## src/rtl/lsu_port.sv

```systemverilog
// Load/store unit for the data port (port B) of the shared instruction/data RAM.
// One RV32I load/store at a time: address/lane setup, RAM access, load extraction, response pulse.
module lsu_port #(
  parameter int ADDR_WIDTH = 10,
  parameter int DATA_WIDTH = 32
) (
  input  logic                  clk,
  input  logic                  rst_n,
  input  logic                  req_valid,
  output logic                  req_ready,
  input  logic                  req_we,
  input  logic [2:0]            req_funct3,
  input  logic [31:0]           req_addr,
  input  logic [DATA_WIDTH-1:0] req_wdata,
  output logic                  resp_valid,
  output logic [DATA_WIDTH-1:0] resp_rdata,
  output logic                  resp_err,
  output logic                  mem_ena,
  output logic [3:0]            mem_we,
  output logic [ADDR_WIDTH-1:0] mem_addr,
  output logic [DATA_WIDTH-1:0] mem_din,
  input  logic [DATA_WIDTH-1:0] mem_dout
);

  typedef enum logic [1:0] {IDLE, ACCESS, CAPTURE, RESP} state_t;

  state_t                state;
  logic                  we_q;
  logic [2:0]            funct3_q;
  logic [1:0]            lane_q;

  logic                  req_err;
  logic [3:0]            st_we;
  logic [DATA_WIDTH-1:0] st_din;
  logic [DATA_WIDTH-1:0] shifted;
  logic [DATA_WIDTH-1:0] ld_data;

  assign req_ready = (state == IDLE);

  always_comb begin
    req_err = 1'b0;
    if (!(req_funct3 inside {3'b000, 3'b001, 3'b010, 3'b100, 3'b101})) req_err = 1'b1;
    if (req_we && req_funct3[2])                                        req_err = 1'b1;
    if (req_funct3[1:0] == 2'b01 && req_addr[0])                        req_err = 1'b1;
    if (req_funct3 == 3'b010 && req_addr[1:0] != 2'b00)                 req_err = 1'b1;
    if (|req_addr[31:ADDR_WIDTH+2])                                     req_err = 1'b1;
  end

  // Store data is replicated across lanes so the byte enables alone select the target bytes.
  always_comb begin
    st_we  = 4'b0000;
    st_din = '0;
    if (req_we) begin
      case (req_funct3[1:0])
        2'b00: begin
          st_we  = 4'b0001 << req_addr[1:0];
          st_din = {4{req_wdata[7:0]}};
        end
        2'b01: begin
          st_we  = 4'b0011 << req_addr[1:0];
          st_din = {2{req_wdata[15:0]}};
        end
        default: begin
          st_we  = 4'b1111;
          st_din = req_wdata;
        end
      endcase
    end
  end

  always_comb begin
    shifted = mem_dout >> {lane_q, 3'b000};
    case (funct3_q)
      3'b000:  ld_data = {{24{shifted[7]}}, shifted[7:0]};
      3'b100:  ld_data = {24'd0, shifted[7:0]};
      3'b001:  ld_data = {{16{shifted[15]}}, shifted[15:0]};
      3'b101:  ld_data = {16'd0, shifted[15:0]};
      default: ld_data = shifted;
    endcase
  end

  always_ff @(posedge clk or negedge rst_n) begin
    if (!rst_n) begin
      state      <= IDLE;
      we_q       <= 1'b0;
      funct3_q   <= 3'b000;
      lane_q     <= 2'b00;
      resp_valid <= 1'b0;
      resp_err   <= 1'b0;
      resp_rdata <= '0;
      mem_ena    <= 1'b0;
      mem_we     <= 4'b0000;
      mem_addr   <= '0;
      mem_din    <= '0;
    end else begin
      case (state)
        IDLE: begin
          if (req_valid) begin
            we_q     <= req_we;
            funct3_q <= req_funct3;
            lane_q   <= req_addr[1:0];
            if (req_err) begin
              state      <= RESP;
              resp_valid <= 1'b1;
              resp_err   <= 1'b1;
              resp_rdata <= '0;
            end else begin
              state    <= ACCESS;
              mem_ena  <= 1'b1;
              mem_we   <= st_we;
              mem_addr <= req_addr[ADDR_WIDTH+1:2];
              mem_din  <= st_din;
            end
          end
        end
        ACCESS: begin
          mem_ena <= 1'b0;
          mem_we  <= 4'b0000;
          if (we_q) begin
            state      <= RESP;
            resp_valid <= 1'b1;
            resp_err   <= 1'b0;
            resp_rdata <= '0;
          end else begin
            state <= CAPTURE;
          end
        end
        CAPTURE: begin
          state      <= RESP;
          resp_valid <= 1'b1;
          resp_err   <= 1'b0;
          resp_rdata <= ld_data;
        end
        default: begin
          state      <= IDLE;
          resp_valid <= 1'b0;
          resp_err   <= 1'b0;
          resp_rdata <= '0;
        end
      endcase
    end
  end

endmodule

```

## config.mk

```make
export PLATFORM = sky130hd
export DESIGN_NAME = lsu_port
export DESIGN_NICKNAME = d
export VERILOG_FILES = /design/src/rtl/lsu_port.sv
export SDC_FILE = /design/constraint.sdc
export NUM_CORES = 1
export LEC_CHECK = 0
export ABC_AREA = 1
export BUFFER_PORTS_ARGS = -buffer_cell sky130_fd_sc_hd__buf_2
export CAP_MARGIN = 10
export CELL_PAD_IN_SITES_DETAIL_PLACEMENT = 0
export CELL_PAD_IN_SITES_GLOBAL_PLACEMENT = 1
export CORE_AREA = 10 10 145 121
export DETAILED_ROUTE_END_ITERATION = 8
export DIE_AREA = 0 0 155 131
export GPL_ROUTABILITY_DRIVEN = 0
export PLACE_DENSITY = 0.83
export SYNTH_ARGS = -nofsm -noshare
export SYNTH_HDL_FRONTEND = slang
export SYNTH_SLANG_ARGS = --single-unit
export TNS_END_PERCENT = 50
```

## constraint.sdc

```tcl
create_clock -name clk -period 1.9 [get_ports clk]
set_input_delay 0.38 -clock clk [delete_from_list [all_inputs] [get_ports clk]]
set_output_delay 0.38 -clock clk [all_outputs]
set_load 0.05 [all_outputs]
```

# ---- After elaboration in Yosys (flattened, before gate mapping)
# Cells that the tools add are included.
dict set report word_totals {
  output_inout_bits 82
  register_bits 89
  word_cells 74
  input_bits 103
}
dict set report classes {
  mux 30
  n_reduce_logical 15
  shift 3
  eq_ne 14
  bitwise_logic 1
}
# cell count
set ops {}
lappend ops {{two-way mux 32 bit} 4}
lappend ops {{case mux 32 bit (4 select lines)} 1}
lappend ops {{case mux 32 bit (3 select lines)} 1}
lappend ops {{case mux 32 bit (2 select lines)} 1}
lappend ops {{>> shifter 32 x 5 -> 32 bit} 1}
lappend ops {{OR reduction 20 bit} 1}
lappend ops {{case mux 4 bit (2 select lines)} 2}
lappend ops {{equality test 3 bit, second input constant} 4}
lappend ops {{two-way mux 1 bit} 12}
lappend ops {{two-way mux 4 bit} 3}
lappend ops {{AND reduction 3 bit} 3}
lappend ops {{equality test 3 x 1 -> 1 bit, second input constant} 2}
lappend ops {{zero test 3 bit} 2}
lappend ops {{!= test 2 bit, second input constant} 3}
lappend ops {{case mux 2 bit (3 select lines)} 1}
lappend ops {{nonzero test 5 bit} 1}
lappend ops {{equality test 2 x 1 -> 1 bit, second input constant} 2}
lappend ops {{zero test 2 bit} 2}
lappend ops {{two-way mux 2 bit} 2}
lappend ops {{case mux 1 bit (2 select lines)} 2}
lappend ops {{nonzero test 2 bit} 2}
lappend ops {{<< shifter 1 x 2 -> 4 bit, first input constant} 1}
lappend ops {{<< shifter 2 x 2 -> 4 bit, first input constant} 1}
lappend ops {{equality test 3 x 2 -> 1 bit, second input constant} 1}
lappend ops {{other kinds (6)} 8}

# ---- Logic depth before layout (Yosys ltp)
# Gate-level depths: netlist of run 1.
dict set report depth {
  word_depth 10
  depth_mapped 11
  mapped_depth_nobuf 10
}

# ---- Worst setup path before layout of run 1
# No wires, ideal clock.
dict set report synth_path {
  path_kind {register to register}
  start {register state[0]}
  end {register mem_din[0]}
  t_arrival_ns 1.999
  synth_period_minus_slack_ns 2.075
  setup_ns 0.077
  required_ns 1.823
  n_path_buf 2
  path_slack_ns -0.175
  path_stages_with_launch 9
  path_cell_list {dfrtp_1 > inv_1 > ha_1 > nand2_1 > clkbuf_1 > nor2_1 > nand3_2 > clkbuf_2 > o21ai_1}
}
dict set report synth_between {
  elab_chain_len 2
}
# element line
set synth_rtl {}
lappend synth_rtl {{from (decl)} 27} ;# state_t state;
lappend synth_rtl {{from (signal assigned)} 84} ;# state <= IDLE;
lappend synth_rtl {{from (signal assigned)} 103} ;# state <= RESP;
lappend synth_rtl {{from (signal assigned)} 108} ;# state <= ACCESS;
lappend synth_rtl {{zero test 2 bit} n/a}
lappend synth_rtl {{named net req_ready} 10} ;# output logic req_ready,
lappend synth_rtl {{AND reduction 3 bit (no line)} n/a}
lappend synth_rtl {{to (signal assigned)} 112} ;# mem_din <= st_din;
lappend synth_rtl {{to (decl)} 21} ;# output logic [DATA_WIDTH-1:0] mem_din,
# The timed path passes the listed nets, and every way through them passes these cells.
# A chain may end at the register's enable or synchronous reset.

# ---- Final worst setup path of run 1
dict set report layout_path {
  start {register state[0]}
  end {output req_ready}
}
dict set report layout_between {
  elab_chain_len 1
}
# element line
set layout_rtl {}
lappend layout_rtl {{zero test 2 bit} 38} ;# assign req_ready = (state == IDLE);
lappend layout_rtl {{to (decl)} 10}
# No other way between the ends.

==> results.md, run 1 <==
- Max Fanout on Critical Path: 5
- Synth Register Bits: 89
- Post-synth net total: 775
- Via density: 4.716
- Max Cap Viol: 0
- Worst R2R Start: state[0]$_DFFE_PN0P_
- Clock sink total: 89
- Cell Pwr Density: 1414 nW/um2
- Ant diodes: 0
- WL final: 16,170 um
- Worst VDD drop: 0.9060 mV
- CP max stage delay: 0.42 ns
- DP HPWL: 12,110 um
- DRT Pass-1 Iters: 5
- Post-layout min period: 1.786 ns
- Die area: 20,310 um2
- Setup Crit Path Kind: reg -> out
- Total CTS buffers: 9
- Drc violations: 0
- Hold Path Class: in -> async
- Status: finished, final reports clean
- Max_slew headroom: 0.6504
- Largest net degree at the start of global routing: 90
- Max layer used: met4
- Yosys top cell area share: 0.4573
- DR vias: 4,919
- Met2 wire len: 7023 um
- # hold bufs at CTS: 0
- Core area: 14,660 um2
- Flop pwr share: 0.282
- Commonest non-fill, non-tap cell in the layout: nand2_1
- Total gr overflow: 0
- Initial antenna violation count: 0
- Syn_area_per_cell: 7.301 um2
- Routed len/inst: 15.50 um
- Die Ht: 131 um
- Die W: 155 um
- Synth top area cells: dfrtp_1, nand2_1, nand3_1
- Setup crit end kind: output pin
- Clk slew on worst S/H paths: 0.07 ns
- RSZ-0062 raised after global routing: no
- P_sw: 4.281 mW
- Initial DRC Count: 387
- WL met1: 7713 um
- Clock Skew: 0.006506 ns
- FMAX: 560.0 MHz
- Slew Limit Fails: 0
- Post-synth EDFFs: 0
- Starting density of the core: 0.3321
- I/O pins: 185
- R2R setup slack: 0.17 ns
- Biggest area consumer among synthesized cells: dfrtp_1
- Top_reg_cell synth: dfrtp_1
- Critical Path RT: 1.52 ns
- Int Pwr: 4.764 mW
- Bufs on Longest Clock Path: 2
- Total track usage: 0.1569
- Fin nets: 959
- Synth Warn #: 0
- Crit share post-route: 0.9399
- Wire length on met3: 1225 um
- Share of layout cells above drive strength 1: 0.2869
- Clk_lat worst skew: 0.34 ns
- Crit path launch: state[0]$_DFFE_PN0P_
- Clock Tree Root: clkbuf_16
- Total negative slack: 0 ns
- Cell area after synthesis: 4870 um2
- CTS H-Tree Depth: 3
- # setup viols final: 0
- CP Launch Type: flop
- Leak: 3.564 nW
- First-pass GRT wire length: 25,760 um
- Combinational power share: 0.510
- Post-Syn Instances: 667
- Sequential element share of the synthesized area: 0.4573
- Sw Share: 0.4733
- Final hold vios: 0
- Rows: 40
- Commonest cells after routing, fill and taps aside: nand2_1, buf_2, dfrtp_1, nand3_1, o21ai_0
- Vias in the first global route: 4,887
- Clock power frac: 0.207
- Slew @ Worst Pin: 0.5244 ns
- TritonCTS clock tree: yes
- Post-route insts no fill: 1,043
- # fillers: 1,523
- CP cell instances: inv_1, ha_2, buf_4, buf_6
- Layout area overhead: 31.32%
- Slowest CP cell: dfrtp_1
- Routed Antenna Nets: 0
- Placed Cells: 1,026
- Worst EP arrival: 1.41 ns
- PortBufs: 184
- Synth cell types: 28
- Ys async rst share: 1.000
registers in the layout (all words and copies together) (netlist names):
register,cells
resp_rdata,32
funct3_q,3
mem_din,32
we_q,1
resp_err,1
mem_addr,10
mem_ena,1
lane_q,2
state,2
resp_valid,1
mem_we,4
cells in the mapped netlist, types with 2 or more instances:
cell	instances
a21oi_1	26
buf_2	8
buf_4	3
buf_6	7
clkbuf_1	18
clkbuf_2	2
clkinv_1	3
dfrtp_1	89
ha_1	5
inv_1	44
inv_2	4
nand2_1	234
nand3_1	64
nand3_2	4
nor2_1	43
nor2_4	2
o211ai_1	8
o21ai_0	49
o21ai_1	42
o21ai_2	4
through the flow:
step                hold WS [ns]  total power, mW  area (um2)  utilization  setup WS (ns)
floorplan                0.08441            5.827        4872            -        0.04138
global placement          0.4505            7.089        6047       0.4124         0.1153
detailed placement        0.4536            7.094        6047       0.4124         0.1166
CTS                      0.09694            9.017        6349       0.4329        0.06333
global route             0.09065            9.781        6395       0.4361       0.005439
finish                   0.03888            9.045        6395       0.4361         0.1143
metal layers:
layer / global-route usage / up-vias
met3: 0.05129 / 16
met5: 0 / -
li1: - / 2520
met1: 0.2136 / 2221
met2: 0.2324 / 162
met4: 0.04493 / 0
area by class of cell:
| class | instances | area, um2 | area share |
|---|---|---|---|
| clock buffer | 10 | 229.0 | 0.03581 |
| clock inverter | 4 | 70.07 | 0.01096 |
| tap | 189 | 236.5 | 0.03698 |
| timing repair buffer | 212 | 1207 | 0.1888 |
| sequential | 89 | 2227 | 0.3483 |
| multi-input combinational | 488 | 2233 | 0.3492 |
| inverter | 51 | 191.4 | 0.02994 |
worst max-delay path, delay by kind of cell, from the launching register on:
family	cells	cell delay, ns
buf+inv	3	0.44
fa+ha+maj	1	0.20
flops	1	0.42
what timing repair did:
item                                    4_1_cts  5_1_grt
resized for setup                             1        2
gates cloned                                  0        1
endpoints found under the setup margin        1       35
setup buffers                                 0        2
power by group through the flow:
| stage | combinational, mW | sequential (mW) | clock, mW |
|---|---|---|---|
| floorplan | 2.19 | 3.64 | 0 |
| global placement | 4.50 | 2.58 | 0 |
| detailed placement | 4.50 | 2.59 | 0 |
| CTS | 4.53 | 2.56 | 1.93 |
| global route | 5.16 | 2.61 | 2.01 |
| finish | 4.61 | 2.55 | 1.88 |
kinds of logic (layout without fill, tap and decap cells):
family                     Yosys count  in the layout  share of synthesized area
buffers and inverters               90            277                    0.08504
and+or+nand+nor                    353            353                     0.3034
AOI/OAI and AO/OA                  130            130                     0.1413
adders and majority gates            5              5                    0.01285
DFF                                 89             89                     0.4573
path summary, 6_finish.rpt:
path | endpoint | depth (start not counted)
hold / removal | resp_rdata[5]$_DFFE_PN0P_ | 2
hold reg to reg | resp_rdata[0]$_DFFE_PN0P_ | 2
min in group clk | funct3_q[2]$_DFFE_PN0P_ | 3
setup / recovery | req_ready | 4
setup reg to reg | resp_rdata[11]$_DFFE_PN0P_ | 10
max in group asynchronous | resp_rdata[2]$_DFFE_PN0P_ | 2
Note: power is estimated with default switching activity, not from simulation.
==> inputs of run 2 (changes only) <==
- clock period: 1.9 -> 1.7 ns (I/O delays scaled with it)
==> results.md, run 2 (synthesis gave the netlist of run 1 again) <==
- # fillers: 1,502 (was 1,523)
- Crit share post-route: 0.9552
- DRT Pass-1 Iters: 4 (was 5)
- Area of the multi-input gates: 2246 um2 (was 2233 um2)
- CP Launch Type: flop (unchanged)
- Share of layout cells above drive strength 1: 0.3015 (was 0.2869)
- Leak: 3.691 nW (was 3.564 nW)
- Die W: 155 um (unchanged)
- DR vias: 4,938 (was 4,919)
- Worst VDD drop: 1.237 mV (was 0.9060 mV)
- Slew Limit Fails: 0 (unchanged)
- Final cell utilization of the core: 0.4548 (was 0.4361)
- Initial antenna violation count: 1 (was 0)
- FMAX: 615.8 MHz
- Worst EP arrival: 1.28 ns (was 1.41 ns)
- Fin nets: 972 (was 959)
- Die area: 20,310 um2 (unchanged)
- WL final: 16,260 um (was 16,170 um)
- # setup viols final: 0 (unchanged)
- Setup Crit Path Kind: reg -> out (unchanged)
- Max Fanout on Critical Path: 4 (was 5)
- Clock Tree Root: clkbuf_16 (unchanged)
- Critical Path RT: 1.36 ns (was 1.52 ns)
- Post-layout min period: 1.624 ns
- Ant diodes: 0 (unchanged)
- Clock sink total: 89 (unchanged)
- TritonCTS clock tree: yes (unchanged)
- Slowest CP cell: dfrtp_1 (unchanged)
- # hold bufs at CTS: 0 (unchanged)
- WHS: 0.004529 ns (was 0.03888 ns)
- Layout area overhead: 36.95% (was 31.32%)
- Largest regs: mem_din x32, resp_rdata x32, mem_addr x10 (unchanged)
- Starting density of the core: 0.3321 (unchanged)
- CP cell instances: inv_2, ha_4, buf_4, buf_4 (was inv_1, ha_2, buf_4, buf_6)
- Final hold vios: 0 (unchanged)
- GR peak layer: met2 (unchanged)
- Routed Antenna Nets: 0 (unchanged)
- Via density: 4.667 (was 4.716)
- I/O pins: 185 (unchanged)
- Max_slew headroom: 0.5722 (was 0.6504)
- Max Cap Viol: 0 (unchanged)
- Routing usage on met2: 0.2307 (was 0.2324)
- CP top delay family: flip-flops (was buffers and inverters)
- Reg area: 2227 um2 (unchanged)
- Core area: 14,660 um2 (unchanged)
- Routed len/inst: 15.37 um (was 15.50 um)
- Cell Pwr Density: 1629 nW/um2 (was 1414 nW/um2)
- Met1 usage: 0.2121 (was 0.2136)
- Commonest non-fill, non-tap cell in the layout: nand2_1 (unchanged)
- Clk_lat worst skew: 0.34 ns (about the same)
- CTS H-Tree Depth: 3 (unchanged)
- Initial DRC Count: 273 (was 387)
- Total CTS buffers: 9 (unchanged)
- R2R setup slack: 0.10 ns (was 0.17 ns)
- Largest net degree at the start of global routing: 90 (unchanged)
- First-pass GRT wire length: 25,500 um (was 25,760 um)
- Slew @ Worst Pin: 0.6393 ns (was 0.5244 ns)
- Rows: 40 (unchanged)
- Status: finished, final reports clean (unchanged)
- Drc violations: 0 (unchanged)
- Clock Skew: 0.003047 ns (was 0.006506 ns)
- Die Ht: 131 um (unchanged)
- Most used cell, CP: buf_4
- Clk slew on worst S/H paths: 0.06 ns (was 0.07 ns)
- CP bufs+invs: 3 (unchanged)
- Setup crit end kind: output pin (unchanged)
- Total gr overflow: 0 (unchanged)
- Total track usage: 0.1554 (was 0.1569)
- Hold Path Class: in -> async (unchanged)
- Bufs on Longest Clock Path: 2 (unchanged)
- Met3 Use GR: 0.04966 (was 0.05129)
- Commonest cells after routing, fill and taps aside: nand2_1, buf_2, dfrtp_1, nand3_1, o21ai_0 (unchanged)
- Vias in the first global route: 4,836 (was 4,887)
- PortBufs: 184 (unchanged)
- DP HPWL: 12,360 um (was 12,110 um)
- CP max stage delay: 0.39 ns (was 0.42 ns)
## run 2: cell type report
cell class,instances,share of cell area
Clock inverter,5,0.01557
Multi-Input combinational cell,488,0.3368
Timing Repair Buffer,225,0.2146
Inverter,51,0.02871
Tap cell,189,0.03546
Clock buffer,11,0.03490
Sequential cell,89,0.3340
## run 2: worst paths after layout
path / from / to / cells after the start
worst max-delay path: state[0]$_DFFE_PN0P_ / req_ready / 4
worst min-delay path: rst_n / resp_rdata[10]$_DFFE_PN0P_ / 2
worst max register to register: state[0]$_DFFE_PN0P_ / resp_rdata[15]$_DFFE_PN0P_ / 11
worst min register to register: resp_rdata[2]$_DFFE_PN0P_ / resp_rdata[2]$_DFFE_PN0P_ / 2
max in group asynchronous: rst_n / mem_addr[7]$_DFFE_PN0P_ / 2
min in group clk: req_addr[10] / mem_addr[8]$_DFFE_PN0P_ / 3
## run 2: worst register-to-register path: cells and delay by family (launching register included)
kind            cells  cell delay [ns]
flops               1             0.39
fa+ha+maj           1             0.15
buf+inv             6             0.59
compound gates      1             0.09
simple gates        3             0.27
## run 2: stage by stage
stage	cells	TNS, ns	setup WS, ns	instance area (um2)	total power [mW]
2_1_floorplan	667	0	0.008342	4891	6.556
3_3_place_gp	1037	0	0.01928	6242	8.369
3_5_place_dp	1037	0	0.01560	6242	8.385
4_1_cts	1053	0	0.01345	6581	10.70
5_1_grt	1058	-0.4159	-0.03641	6669	11.66
6_report	1058	0	0.07617	6669	10.86
## run 2: metal layers
layer / up-vias / share of wire / wire length [um]
li1: 2538 / - / -
met2: 118 / 0.45 / 7315
met3: 14 / 0.063 / 1026
met5: - / 0.00080 / 13
met1: 2266 / 0.48 / 7730
met4: 2 / 0.011 / 172
## run 2: power breakdown
part | internal [mW] | leakage [nW] | switching [mW]
combinational | 1.97 | 2.32 | 3.79
clock | 1.44 | 0.164 | 0.819
sequential | 2.57 | 1.21 | 0.273
total | 5.98 | 3.69 | 4.88
## run 2: repair_timing
action | 4_1_cts | 5_1_grt
pin swaps | 0 | 1
resized for setup | 1 | 4
endpoints found under the setup margin | 1 | 35
setup buffers | 0 | 3
cloned | 0 | 2
